### src/rtl/sc_note_feeder.sv
// rtl/sc_note_feeder.sv - note timestamp prefetcher between the song note ROM and the note matcher
//
// Ports:
//   clk           system clock, rising edge
//   rst_n         asynchronous active-low reset
//   start         pulse: abort current activity, restart the song from entry 0
//   note_request  pulse from matcher: consume the current note, fetch the next
//   rom_addr      registered note ROM read address
//   rom_data      note ROM read data, valid ROM_LATENCY cycles after rom_addr changes
//   note_time     current note timestamp, stable while note_valid is high
//   note_valid    note_time holds a valid, unconsumed note
//   song_done     terminator or end of memory reached; level until start or reset
//   req_overflow  one-cycle pulse when a request is dropped

module sc_note_feeder #(
  parameter int ADDR_WIDTH  = 10,
  parameter int TIME_WIDTH  = 16,
  parameter int ROM_LATENCY = 2
) (
  input  logic                  clk,
  input  logic                  rst_n,
  input  logic                  start,
  input  logic                  note_request,
  output logic [ADDR_WIDTH-1:0] rom_addr,
  input  logic [TIME_WIDTH-1:0] rom_data,
  output logic [TIME_WIDTH-1:0] note_time,
  output logic                  note_valid,
  output logic                  song_done,
  output logic                  req_overflow
);

  typedef enum logic [1:0] {
    S_IDLE  = 2'd0,
    S_FETCH = 2'd1,
    S_READY = 2'd2,
    S_DONE  = 2'd3
  } state_t;

  localparam logic [2:0]            LAT      = 3'(ROM_LATENCY);
  localparam logic [ADDR_WIDTH-1:0] ADDR_ONE = {{(ADDR_WIDTH-1){1'b0}}, 1'b1};

  state_t                  state, state_nxt;
  logic [2:0]              wait_cnt, wait_cnt_nxt;
  logic                    pending, pending_nxt;
  logic [ADDR_WIDTH-1:0]   rom_addr_nxt;
  logic [TIME_WIDTH-1:0]   note_time_nxt;
  logic                    note_valid_nxt;
  logic                    song_done_nxt;
  logic                    req_overflow_nxt;

  logic landing;   // the ROM word for rom_addr is on rom_data this cycle
  logic is_term;   // all-ones word marks the end of the song
  logic at_last;   // no further entry exists; advancing would wrap
  logic consume;   // a request (fresh or pending) is served in READY

  assign landing = (state == S_FETCH) && (wait_cnt <= 3'd1);
  assign is_term = &rom_data;
  assign at_last = &rom_addr;
  assign consume = (state == S_READY) && (note_request || pending);

  // State register and all registered outputs
  always_ff @(posedge clk or negedge rst_n) begin
    if (!rst_n) begin
      state        <= S_IDLE;
      wait_cnt     <= 3'd0;
      pending      <= 1'b0;
      rom_addr     <= '0;
      note_time    <= '0;
      note_valid   <= 1'b0;
      song_done    <= 1'b0;
      req_overflow <= 1'b0;
    end else begin
      state        <= state_nxt;
      wait_cnt     <= wait_cnt_nxt;
      pending      <= pending_nxt;
      rom_addr     <= rom_addr_nxt;
      note_time    <= note_time_nxt;
      note_valid   <= note_valid_nxt;
      song_done    <= song_done_nxt;
      req_overflow <= req_overflow_nxt;
    end
  end

  // Next-state logic; start overrides everything, including a same-cycle request
  always_comb begin
    state_nxt = state;
    if (start) begin
      state_nxt = S_FETCH;
    end else begin
      case (state)
        S_FETCH: if (landing) state_nxt = is_term ? S_DONE : S_READY;
        S_READY: if (consume) state_nxt = at_last ? S_DONE : S_FETCH;
        default: state_nxt = state;
      endcase
    end
  end

  // Next values of the counter, pending flag and registered outputs
  always_comb begin
    wait_cnt_nxt     = wait_cnt;
    pending_nxt      = pending;
    rom_addr_nxt     = rom_addr;
    note_time_nxt    = note_time;
    note_valid_nxt   = note_valid;
    song_done_nxt    = song_done;
    req_overflow_nxt = 1'b0;

    if (start) begin
      rom_addr_nxt   = '0;
      wait_cnt_nxt   = LAT;
      pending_nxt    = 1'b0;
      note_valid_nxt = 1'b0;
      song_done_nxt  = 1'b0;
    end else begin
      case (state)
        S_FETCH: begin
          // Requests during a fetch queue one deep; a second one is dropped.
          // The landing edge still counts as FETCH for this purpose.
          if (note_request) begin
            if (pending) req_overflow_nxt = 1'b1;
            else         pending_nxt      = 1'b1;
          end
          if (landing) begin
            wait_cnt_nxt = 3'd0;
            if (is_term) begin
              song_done_nxt = 1'b1;
              pending_nxt   = 1'b0;
            end else begin
              note_time_nxt  = rom_data;
              note_valid_nxt = 1'b1;
            end
          end else begin
            wait_cnt_nxt = wait_cnt - 3'd1;
          end
        end
        S_READY: begin
          if (consume) begin
            note_valid_nxt = 1'b0;
            // Serving a pending request while a fresh one arrives: the fresh
            // one becomes the new pending request for the next note.
            pending_nxt = pending && note_request;
            if (at_last) begin
              song_done_nxt = 1'b1;
              pending_nxt   = 1'b0;
            end else begin
              rom_addr_nxt = rom_addr + ADDR_ONE;
              wait_cnt_nxt = LAT;
            end
          end
        end
        default: begin
          // IDLE and DONE ignore requests entirely
        end
      endcase
    end
  end

endmodule

### config.mk
export PLATFORM = sky130hd
export DESIGN_NAME = sc_note_feeder
export DESIGN_NICKNAME = d
export VERILOG_FILES = /design/src/rtl/sc_note_feeder.sv
export SDC_FILE = /design/constraint.sdc
export NUM_CORES = 1
export LEC_CHECK = 0
export ABC_CLOCK_PERIOD_IN_PS = 2350
export BUFFER_PORTS_ARGS = -buffer_cell sky130_fd_sc_hd__buf_4
export CORE_ASPECT_RATIO = 1.2
export CORE_UTILIZATION = 47
export DETAILED_ROUTE_END_ITERATION = 10
export PLACE_DENSITY = 0.74
export SLEW_MARGIN = 0
export SYNTH_ARGS = -nofsm -noshare
export SYNTH_HDL_FRONTEND = slang
export SYNTH_SLANG_ARGS = --single-unit
### constraint.sdc
create_clock -name clk -period 2.35 [get_ports clk]
set_clock_uncertainty 0.15 [all_clocks]
set_input_delay 0.1175 -clock clk [delete_from_list [all_inputs] [get_ports clk]]
set_output_delay 0.1175 -clock clk [all_outputs]
set_load 0.05 [all_outputs]
==> impl_metrics.json, run 1 <==
{
  "place_ws_ns": 0.163,
  "synth.cell_area_um2": 1790,
  "grt_max_degree": 36,
  "final_layout_size_suffix_gt1_frac": 0.338,
  "overflow": 0,
  "synth.most_common_cell": "dfrtp_1",
  "tightest_slew_ns": 0.634,
  "maxSlewHeadroom": 0.577,
  "synth_cell_types": 41,
  "syn_nets": 186,
  "finalPower_uw": 3010,
  "routedWlPerCell_um": 16.2,
  "ys.flop_type": "dfrtp_1",
  "slew_viol_final": 0,
  "drcViolationCount": 0,
  "core_um2": 3630,
  "crit_chain": "inv_1 -> ha_1 -> o21ba_2 -> or3_1 -> nor3b_4 -> buf_12 -> mux2_2",
  "fmax_mhz": 450,
  "critical_path.max_stage_delay_ns": 0.38,
  "synthCells": 163,
  "period_minus_slack_ns": 2.22,
  "num_io_pins": 49,
  "globalplace.congestion": 0.911,
  "critPathBufInv": 2,
  "period_share": 0.947,
  "place_hpwl_um": 3040,
  "antenna_found_initial": 0,
  "cts_buffers": 5,
  "cap_violations": 0,
  "h-tree-depth": 2,
  "final_core_util": 0.687,
  "post_cts_buffers": 0,
  "crit_arrival_ns": 2.24,
  "worstSetupEndpointType": "flop",
  "clk_pin_slew_ns": 0.08,
  "io_buffer_count": 48,
  "status": "complete, no violations",
  "routed_wirelength_um": 4680,
  "num_vias": 1611,
  "critPathRequiredTime_ns": 2.37,
  "cts_tree": "yes",
  "finalHoldViolCount": 0,
  "yosysWarnings": 0,
  "die_x_um": 58.4,
  "ant_nets": 0,
  "slowest_stage": "dfrtp_1",
  "holdWs_ns": 0.0359,
  "crit_family": "simple AND/OR/NAND/NOR gates",
  "synthArstFlopShare": 1.00,
  "syn2layout_area_growth_pct": 39.2,
  "crit_path_start_kind": "flop",
  "synth_commonest_cells": "35 x dfrtp_1, 11 x a21oi_1, 9 x nor2_1, 9 x nor3_1",
  "fin_nets": 259,
  "viasPerCell": 5.57,
  "setup_ws_ns": 0.126,
  "hp-class": "input pin to flop",
  "crit_fanout": 17,
  "p_leak_uw": 0.00110,
  "rows": 24,
  "die_area_um2": 4060,
  "grt_usage": 0.250,
  "grt_first_pass_wirelength_um": 7700,
  "fin_tns_setup_ns": 0,
  "vdd_drop_max_mv": 0.935,
  "ys_seq_area_frac": 0.489,
  "clkSinkCount": 35,
  "yosys.area.top_type": "dfrtp_1",
  "path_class": "flop to flop",
  "ys_top_cells_by_area": "dfrtp_1 49%, mux2_4 6.7%, mux2_2 5.0%",
  "grt_setup_unrepaired": "false",
  "root_buffer": "clkbuf_8",
  "initial_core_util": 0.493,
  "first_pass_iters": 4,
  "synth_edf_count": 0,
  "grt_pass1_vias": 1610,
  "p_per_area_nw_per_um2": 1210,
  "drt_iter0_drc": 83,
  "yosys.area.top_type_share": 0.489,
  "ys_seq_elements": 35,
  "die_h_um": 69.6,
  "syn_area_per_cell_um2": 11.0,
  "clockBufferDepth": 2,
  "setup_viol": 0,
  "n_antenna_cell": 0,
  "clock_latency_ns": 0.29
}
## stage by stage
| stage | instance area [um2] | std cells |
|---|---|---|
| 6_report | 2490 | 289 |
| 2_1_floorplan | 1790 | 163 |
| 4_1_cts | 2490 | 289 |
| 5_1_grt | 2490 | 289 |
| 3_5_place_dp | 2230 | 263 |
| 3_3_place_gp | 2230 | 263 |
## what timing repair did
action,4_1_cts,5_1_grt
hold endpoints to repair,52,0
hold buffers,18,0
endpoints found under the setup margin,0,0
gates resized for setup,0,0
## flip-flops by register name, indices dropped and copies added (netlist names)
| name | count |
|---|---|
| note_time | 16 |
| rom_addr | 10 |
| wait_cnt | 3 |
| state | 2 |
| note_valid | 1 |
| pending | 1 |
| req_overflow | 1 |
| song_done | 1 |
## metal layers
metal	share of wire	routed length [um]	vias up	global-route usage
met2	0.53	2470	66	0.429
met3	0.049	227	6	0.0541
met1	0.41	1930	778	0.317
met4	0.010	48	0	0.0608
li1	-	-	761	-
met5	0	0	-	0
## cell families after synthesis
| kind of cell | synth area share |
|---|---|
| flops | 0.489 |
| simple gates | 0.216 |
| buf+inv | 0.0293 |
| compound gates | 0.127 |
| fa+ha+maj | 0.0210 |
| mux | 0.117 |
## worst paths after layout
| kind | from | end | slack [ns] | cells past startpoint |
|---|---|---|---|---|
| setup / recovery | wait_cnt[1]$_DFFE_PN0P_ | note_time[12]$_DFFE_PN0P_ | 0.13 | 7 |
| hold reg to reg | note_time[8]$_DFFE_PN0P_ | note_time[8]$_DFFE_PN0P_ | 0.37 | 1 |
| setup reg to reg | wait_cnt[1]$_DFFE_PN0P_ | note_time[12]$_DFFE_PN0P_ | 0.13 | 7 |
| hold / removal | start | rom_addr[1]$_DFFE_PN0P_ | 0.04 | 2 |
| max in group asynchronous | rst_n | rom_addr[6]$_DFFE_PN0P_ | 1.57 | 2 |
| min in group asynchronous | rst_n | note_time[0]$_DFFE_PN0P_ | 0.16 | 2 |
## layout make-up
| class | instances | area [um2] |
|---|---|---|
| fill | 260 | 1140 |
| sequential | 35 | 876 |
| multi-input combinational | 119 | 863 |
| timing repair buffer | 71 | 591 |
| clock buffer | 6 | 72.6 |
| tap | 52 | 65.1 |
| inverter | 4 | 15.0 |
| clock inverter | 2 | 12.5 |
## report_power, final
part	internal (uW)	switching [uW]
clock	207	228
combinational	625	973
sequential	813	169
## layout by cell type (no fill, tap or decap), types with 2 or more instances in the layout
cell type | netlist | routed
and4_1 | 2 | 2
mux2_4 | 8 | 8
nand3_1 | 7 | 7
nand4_1 | 5 | 5
nor3_1 | 9 | 9
nand2_1 | 6 | 6
dlygate4sd3_1 | 0 | 18
clkbuf_8 | 0 | 5
mux2_2 | 8 | 8
o31ai_1 | 4 | 4
o21ai_0 | 6 | 6
ha_1 | 3 | 3
buf_4 | 0 | 52
nor2_1 | 9 | 9
inv_1 | 4 | 4
nor2b_1 | 5 | 5
nand2b_1 | 2 | 2
and3_1 | 3 | 3
or3_1 | 2 | 2
a21oi_1 | 11 | 11
or4_1 | 6 | 6
a31oi_1 | 3 | 3
dfrtp_1 | 35 | 35
o211ai_1 | 3 | 3
(Power assumes the default switching activity.)
==> inputs of run 2 (changes only) <==
--- a/config.mk
+++ b/config.mk
@@ -5,12 +5,13 @@
 export SDC_FILE = /design/constraint.sdc
 export NUM_CORES = 1
 export LEC_CHECK = 0
+export ABC_AREA = 1
 export ABC_CLOCK_PERIOD_IN_PS = 2350
 export BUFFER_PORTS_ARGS = -buffer_cell sky130_fd_sc_hd__buf_4
 export CORE_ASPECT_RATIO = 1.2
 export CORE_UTILIZATION = 47
 export DETAILED_ROUTE_END_ITERATION = 10
-export PLACE_DENSITY = 0.74
+export PLACE_DENSITY = 0.73
 export SLEW_MARGIN = 0
 export SYNTH_ARGS = -nofsm -noshare
 export SYNTH_HDL_FRONTEND = slang
==> impl_metrics.json, run 2 <==
{
  "r2r-end": "rom_addr[3]$_DFFE_PN0P_",
  "clkSinkCount": 35,
  "r2r-start": "rom_addr[0]$_DFFE_PN0P_",
  "core_um2": 3690,
  "period_minus_slack_ns": 1.93,
  "grt_setup_unrepaired": "false",
  "tightest_slew_ns": 0.451,
  "clockBufferDepth": 2,
  "largest-register": "note_time",
  "ys_seq_elements": 35,
  "synthArstFlopShare": 1.00,
  "p_leak_uw": 0.00131,
  "die_h_um": 70.6,
  "fin_nets": 337,
  "power_switching_share": 0.477,
  "place_hpwl_um": 2720,
  "finalPower_uw": 2720,
  "grt_max_degree": 36,
  "clkPwrFrac": 0.164,
  "final_common_cell": "nand2_1",
  "layout.cells.most_common_list": "77 x nand2_1, 49 x buf_4, 37 x inv_1, 35 x dfrtp_1, 28 x o21ai_0",
  "io_buffer_count": 48,
  "num_io_pins": 49,
  "maxSlewHeadroom": 0.699,
  "h-tree-depth": 2,
  "root_buffer": "clkbuf_8",
  "die_x_um": 59.2,
  "routed_wirelength_um": 4150,
  "cts_resized": 0,
  "grt_usage": 0.226,
  "rows": 24,
  "cts_buffers": 5,
  "ys_top_cells_by_area": "dfrtp_1 47%, nand2_1 16%, o21ai_0 7.6%",
  "period_share": 0.822,
  "overflow": 0,
  "post_cts_buffers": 0,
  "p_sw_uw": 1300,
  "setup_viol": 0,
  "top_regs": "note_time: 16 flops, rom_addr: 10 flops, wait_cnt: 3 flops",
  "path_class": "flop to flop",
  "critPathRequiredTime_ns": 2.38,
  "final_area_um2": 2510,
  "routedWlPerCell_um": 11.3,
  "drcViolationCount": 0,
  "ys_seq_area_frac": 0.475,
  "final_core_util": 0.680,
  "cap_violations": 0,
  "finalHoldViolCount": 0,
  "crit_path_start_kind": "flop",
  "hold_end": "pending$_DFFE_PN0P_",
  "regToRegSetupSlack_ns": 0.42,
  "yosys.area.top_type": "dfrtp_1",
  "yosys.area.top_type_share": 0.475,
  "p_per_area_nw_per_um2": 1080,
  "place_area_um2": 2240,
  "initial_core_util": 0.499,
  "grt_first_pass_wirelength_um": 7110,
  "ys.flop_type": "dfrtp_1",
  "antenna_found_initial": 0,
  "synth_edf_count": 0,
  "status": "complete, no violations",
  "n_antenna_cell": 0,
  "num_vias": 1729,
  "final_layout_size_suffix_gt1_frac": 0.200,
  "slew_viol_final": 0,
  "first_pass_iters": 4,
  "min-delay-start": "start",
  "ant_nets": 0,
  "yosysWarnings": 0,
  "die_area_um2": 4180,
  "worstSetupEndpointType": "flop",
  "worst-r2r-cell-count": 8,
  "pwr-share-comb": 0.497,
  "cts_tree": "yes",
  "syn_nets": 269,
  "clk_pin_slew_ns": 0.08,
  "hold_depth": 4,
  "fin_tns_setup_ns": 0,
  "syn2layout_area_growth_pct": 36.2,
  "synthCells": 246,
  "largest_register_ff_count": 16,
  "syn_area_per_cell_um2": 7.50,
  "synth.cell_area_um2": 1840,
  "synth.most_common_cell": "nand2_1",
  "drt_iter0_drc": 68,
  "clock_latency_ns": 0.30,
  "synth_cell_types": 25,
  "crit_fanout": 18,
  "grt_pass1_vias": 1637,
  "globalplace.congestion": 0.804,
  "p_int_uw": 1420,
  "viasPerCell": 4.71,
  "synth_commonest_cells": "77 x nand2_1, 37 x inv_1, 35 x dfrtp_1",
  "seqPwrFrac": 0.340,
  "hp-class": "input pin to flop",
  "fmax_mhz": 517,
  "vdd_drop_max_mv": 1.00,
  "crit_arrival_ns": 1.96
}
[run 2: cell types whose count changed in the layout (fill, tap and decap cells not counted), sizes merged, moves of 15 or more]
cell,change
nand2,+71
inv,+33
o21ai,+24
mux2,-16
nor2,+15
[run 2: power by group through the flow]
stage                     combinational (uW)  clock [uW]  sequential [uW]
after floorplan                          409           0             1450
after global placement                  1310           0              926
after detailed placement                1330           0              929
after CTS                               1350         453              924
after global routing                    1470         471              948
final                                   1350         444              923
[run 2: final cells by class]
class                           instances  area, um2
Sequential cell                        35        876
Timing Repair Buffer                   68        558
Multi-Input combinational cell        167        790
Fill cell                             328       1180
Clock inverter                          2       12.5
Inverter                               37        139
Tap cell                               52       65.1
Clock buffer                            6       72.6
[run 2: timing repair]
| action | in CTS | in global routing |
|---|---|---|
| hold endpoints to repair | 52 | 0 |
| setup endpoints to repair | 0 | 0 |
| hold buffers | 19 | 0 |
[run 2: critical path, cell delays in order, from the launching register on]
cell,delay (ns)
dfrtp_1,0.42
ha_1,0.19
nand2_1,0.08
nor2_2,0.16
nand3b_2,0.16
o21ai_4,0.38
inv_1,0.13
nand2_1,0.08
o21ai_1,0.06
[run 2: stage by stage]
| step | setup WS [ns] | instances | hold WS, ns |
|---|---|---|---|
| 2_1_floorplan | 0.314 | 246 | -0.328 |
| 3_3_place_gp | 0.479 | 340 | -0.0516 |
| 3_5_place_dp | 0.433 | 340 | -0.0507 |
| 4_1_cts | 0.413 | 367 | 0.00708 |
| 5_1_grt | 0.222 | 367 | 0.0245 |
| 6_report | 0.417 | 367 | 0.00579 |
[run 2: metal layers]
metal,routed length (um),vias up,track usage
met2,1970,51,0.363
li1,-,902,-
met1,1870,771,0.280
met3,237,5,0.0658
met5,0,-,0
met4,66,0,0.0926
[run 2: cells by family (layout without fill, tap and decap cells)]
family | Yosys count | count (layout) | share of synthesized area
AND/OR/NAND/NOR | 125 | 125 | 0.285
adder cells (fa/ha/maj) | 3 | 3 | 0.0204
XOR/XNOR | 2 | 2 | 0.00950
AO/OA/AOI/OAI | 37 | 37 | 0.113
buffers and inverters | 44 | 113 | 0.0970
flip-flops | 35 | 35 | 0.475
[run 2: how the worst max path moves through the flow]
stage	startpoint	cells past startpoint	endpoint	slack, ns
2_1_floorplan	rom_addr[0]$_DFFE_PN0P_	8	rom_addr[0]$_DFFE_PN0P_	0.31
5_1_grt	rom_addr[0]$_DFFE_PN0P_	8	rom_addr[3]$_DFFE_PN0P_	0.22
6_report	rom_addr[0]$_DFFE_PN0P_	8	rom_addr[3]$_DFFE_PN0P_	0.42
3_5_place_dp	rom_addr[0]$_DFFE_PN0P_	8	rom_addr[3]$_DFFE_PN0P_	0.43
4_1_cts	rom_addr[0]$_DFFE_PN0P_	8	rom_addr[3]$_DFFE_PN0P_	0.41
3_3_place_gp	rom_addr[0]$_DFFE_PN0P_	8	rom_addr[3]$_DFFE_PN0P_	0.48
==> inputs of run 3 (changes only) <==
--- a/config.mk
+++ b/config.mk
@@ -6,12 +6,12 @@
 export NUM_CORES = 1
 export LEC_CHECK = 0
 export ABC_AREA = 1
-export ABC_CLOCK_PERIOD_IN_PS = 2350
+export ABC_CLOCK_PERIOD_IN_PS = 1950
 export BUFFER_PORTS_ARGS = -buffer_cell sky130_fd_sc_hd__buf_4
 export CORE_ASPECT_RATIO = 1.2
-export CORE_UTILIZATION = 47
+export CORE_UTILIZATION = 50
 export DETAILED_ROUTE_END_ITERATION = 10
-export PLACE_DENSITY = 0.73
+export PLACE_DENSITY = 0.74
 export SLEW_MARGIN = 0
 export SYNTH_ARGS = -nofsm -noshare
 export SYNTH_HDL_FRONTEND = slang
==> constraint.sdc (replaced) <==
create_clock -name clk -period 1.95 [get_ports clk]
set_clock_uncertainty 0.15 [all_clocks]
set_input_delay 0.0975 -clock clk [delete_from_list [all_inputs] [get_ports clk]]
set_output_delay 0.0975 -clock clk [all_outputs]
set_load 0.05 [all_outputs]
==> impl_metrics.json, run 3 (synthesis results as in run 2) <==
{
  "initial_core_util": 0.539,
  "vdd_drop_max_mv": 0.885,
  "critPathRequiredTime_ns": 1.97,
  "violations": "DRC",
  "clk_pin_slew_ns": 0.07,
  "critical_path.max_stage_delay_ns": 0.41,
  "globalplace.congestion": 0.806,
  "crit_arrival_ns": 1.81,
  "cts_tree": "yes",
  "grt_max_degree": 36,
  "final_area_um2": 2560,
  "routed_wirelength_um": 4430,
  "grt_pass1_vias": 1686,
  "core_um2": 3420,
  "setup_ws_ns": 0.163,
  "n_antenna_cell": 0,
  "hp-class": "input pin to flop",
  "fillers": 266,
  "period_share": 0.916,
  "largest_register_ff_count": 16,
  "fin_tns_setup_ns": 0,
  "wl_met2_um": 2110,
  "tightest_slew_ns": 0.440,
  "critPathBufInv": 1,
  "overflow": 0,
  "die_h_um": 68.5,
  "layout.cells.most_common_list": "77 x nand2_1, 55 x buf_4, 37 x inv_1, 33 x dfrtp_1, 28 x o21ai_0",
  "num_vias": 1766,
  "routed-wl-met3_um": 282,
  "clkSinkCount": 35,
  "top_layer": "met4",
  "final_layout_size_suffix_gt1_frac": 0.220,
  "root_buffer": "clkbuf_8",
  "drcViolationCount": 3,
  "maxSlewHeadroom": 0.707,
  "final_common_cell": "nand2_1",
  "grt_usage": 0.252,
  "m1WireLength_um": 1970,
  "place_area_um2": 2270,
  "regToRegSetupSlack_ns": 0.16,
  "slew_viol_final": 0,
  "io_buffer_count": 48,
  "clock_latency_ns": 0.29,
  "place_ws_ns": 0.163,
  "cts_buffers": 5,
  "crit_path_start_kind": "flop",
  "die_area_um2": 3940,
  "path_class": "flop to flop",
  "viasPerCell": 4.92,
  "crit_fanout": 11,
  "grt_first_pass_wirelength_um": 7350,
  "status": "finished, violations left",
  "largest-register": "note_time",
  "syn2layout_area_growth_pct": 38.7,
  "first_pass_iters": 7,
  "fmax_mhz": 560,
  "p_per_area_nw_per_um2": 1290,
  "holdWs_ns": 0.0126,
  "h-tree-depth": 2,
  "fin_nets": 344,
  "crit_family": "simple AND/OR/NAND/NOR gates",
  "p_leak_uw": 0.00135,
  "crit_chain": "ha_1 -> nand2_1 -> nor2_2 -> nand3b_2 -> o21ai_4 -> buf_4 -> o21ai_0",
  "clockBufferDepth": 2,
  "cap_violations": 0,
  "cts_resized": 0,
  "drt_iter0_drc": 76,
  "die_x_um": 57.4,
  "rows": 23,
  "grt_setup_unrepaired": "false",
  "slowest_stage": "dfrtp_2",
  "top_regs": "note_time: 16 flops, rom_addr: 10 flops, wait_cnt: 3 flops",
  "setup_viol": 0,
  "period_minus_slack_ns": 1.79,
  "routedWlPerCell_um": 12.3,
  "antenna_found_initial": 0,
  "worstSetupEndpointType": "flop",
  "place_hpwl_um": 2850,
  "ant_nets": 0,
  "finalHoldViolCount": 0,
  "num_io_pins": 49
}
## run 3: changes by cell type in the layout (fill, tap and decap cells not counted)
cell	delta
buf_4	+6
dfrtp_1	-2
dfrtp_2	+2
buf_12	+1
clkbuf_1	+1
clkinvlp_4	-1
## run 3: path summary, 6_finish.rpt
path | endpoint | cells past startpoint | startpoint
max in group asynchronous | rom_addr[1]$_DFFE_PN0P_ | 2 | rst_n
max reg2reg | rom_addr[8]$_DFFE_PN0P_ | 7 | rom_addr[0]$_DFFE_PN0P_
min reg2reg | song_done$_DFFE_PN0P_ | 2 | song_done$_DFFE_PN0P_
min | rom_addr[4]$_DFFE_PN0P_ | 4 | start
max | rom_addr[8]$_DFFE_PN0P_ | 7 | rom_addr[0]$_DFFE_PN0P_
min in group asynchronous | rom_addr[5]$_DFFE_PN0P_ | 2 | rst_n
## run 3: power by group
part           total (uW)  switching, uW  internal, uW
combinational        1680           1150           530
clock                 506            255           251
sequential           1120            152           963
## run 3: cell type report
| cell class | count | area (um2) | share of cell area |
|---|---|---|---|
| clock inverter | 1 | 5.00 | 0.00196 |
| inverter | 37 | 139 | 0.0543 |
| sequential | 35 | 878 | 0.343 |
| tap | 37 | 46.3 | 0.0181 |
| timing repair buffer | 75 | 623 | 0.244 |
| multi-input combinational | 167 | 790 | 0.309 |
| clock buffer | 7 | 76.3 | 0.0298 |
## run 3: timing repair
item / in CTS / in global routing
setup endpoints to repair: 0 / 1
hold endpoints to repair: 52 / 0
hold buffers: 19 / 0
buffers inserted: 0 / 2
## run 3: worst min-delay path: stages
cell and delay [ns]:
buf_4 0.16, nor2_1 0.07, nand2_1 0.05, nand2_1 0.04
## run 3: metrics by stage
step                 util  cells  total power (uW)
detailed placement  0.663    330              2750
global route        0.747    359              3500
CTS                 0.742    357              3300
global placement    0.663    330              2720
finish              0.747    359              3300
floorplan               -    246              2250
## run 3: routing by layer
metal | vias up | GRT usage
li1 | 915 | -
met1 | 790 | 0.285
met2 | 54 | 0.449
met3 | 7 | 0.0709
met4 | 0 | 0.101
met5 | - | 0
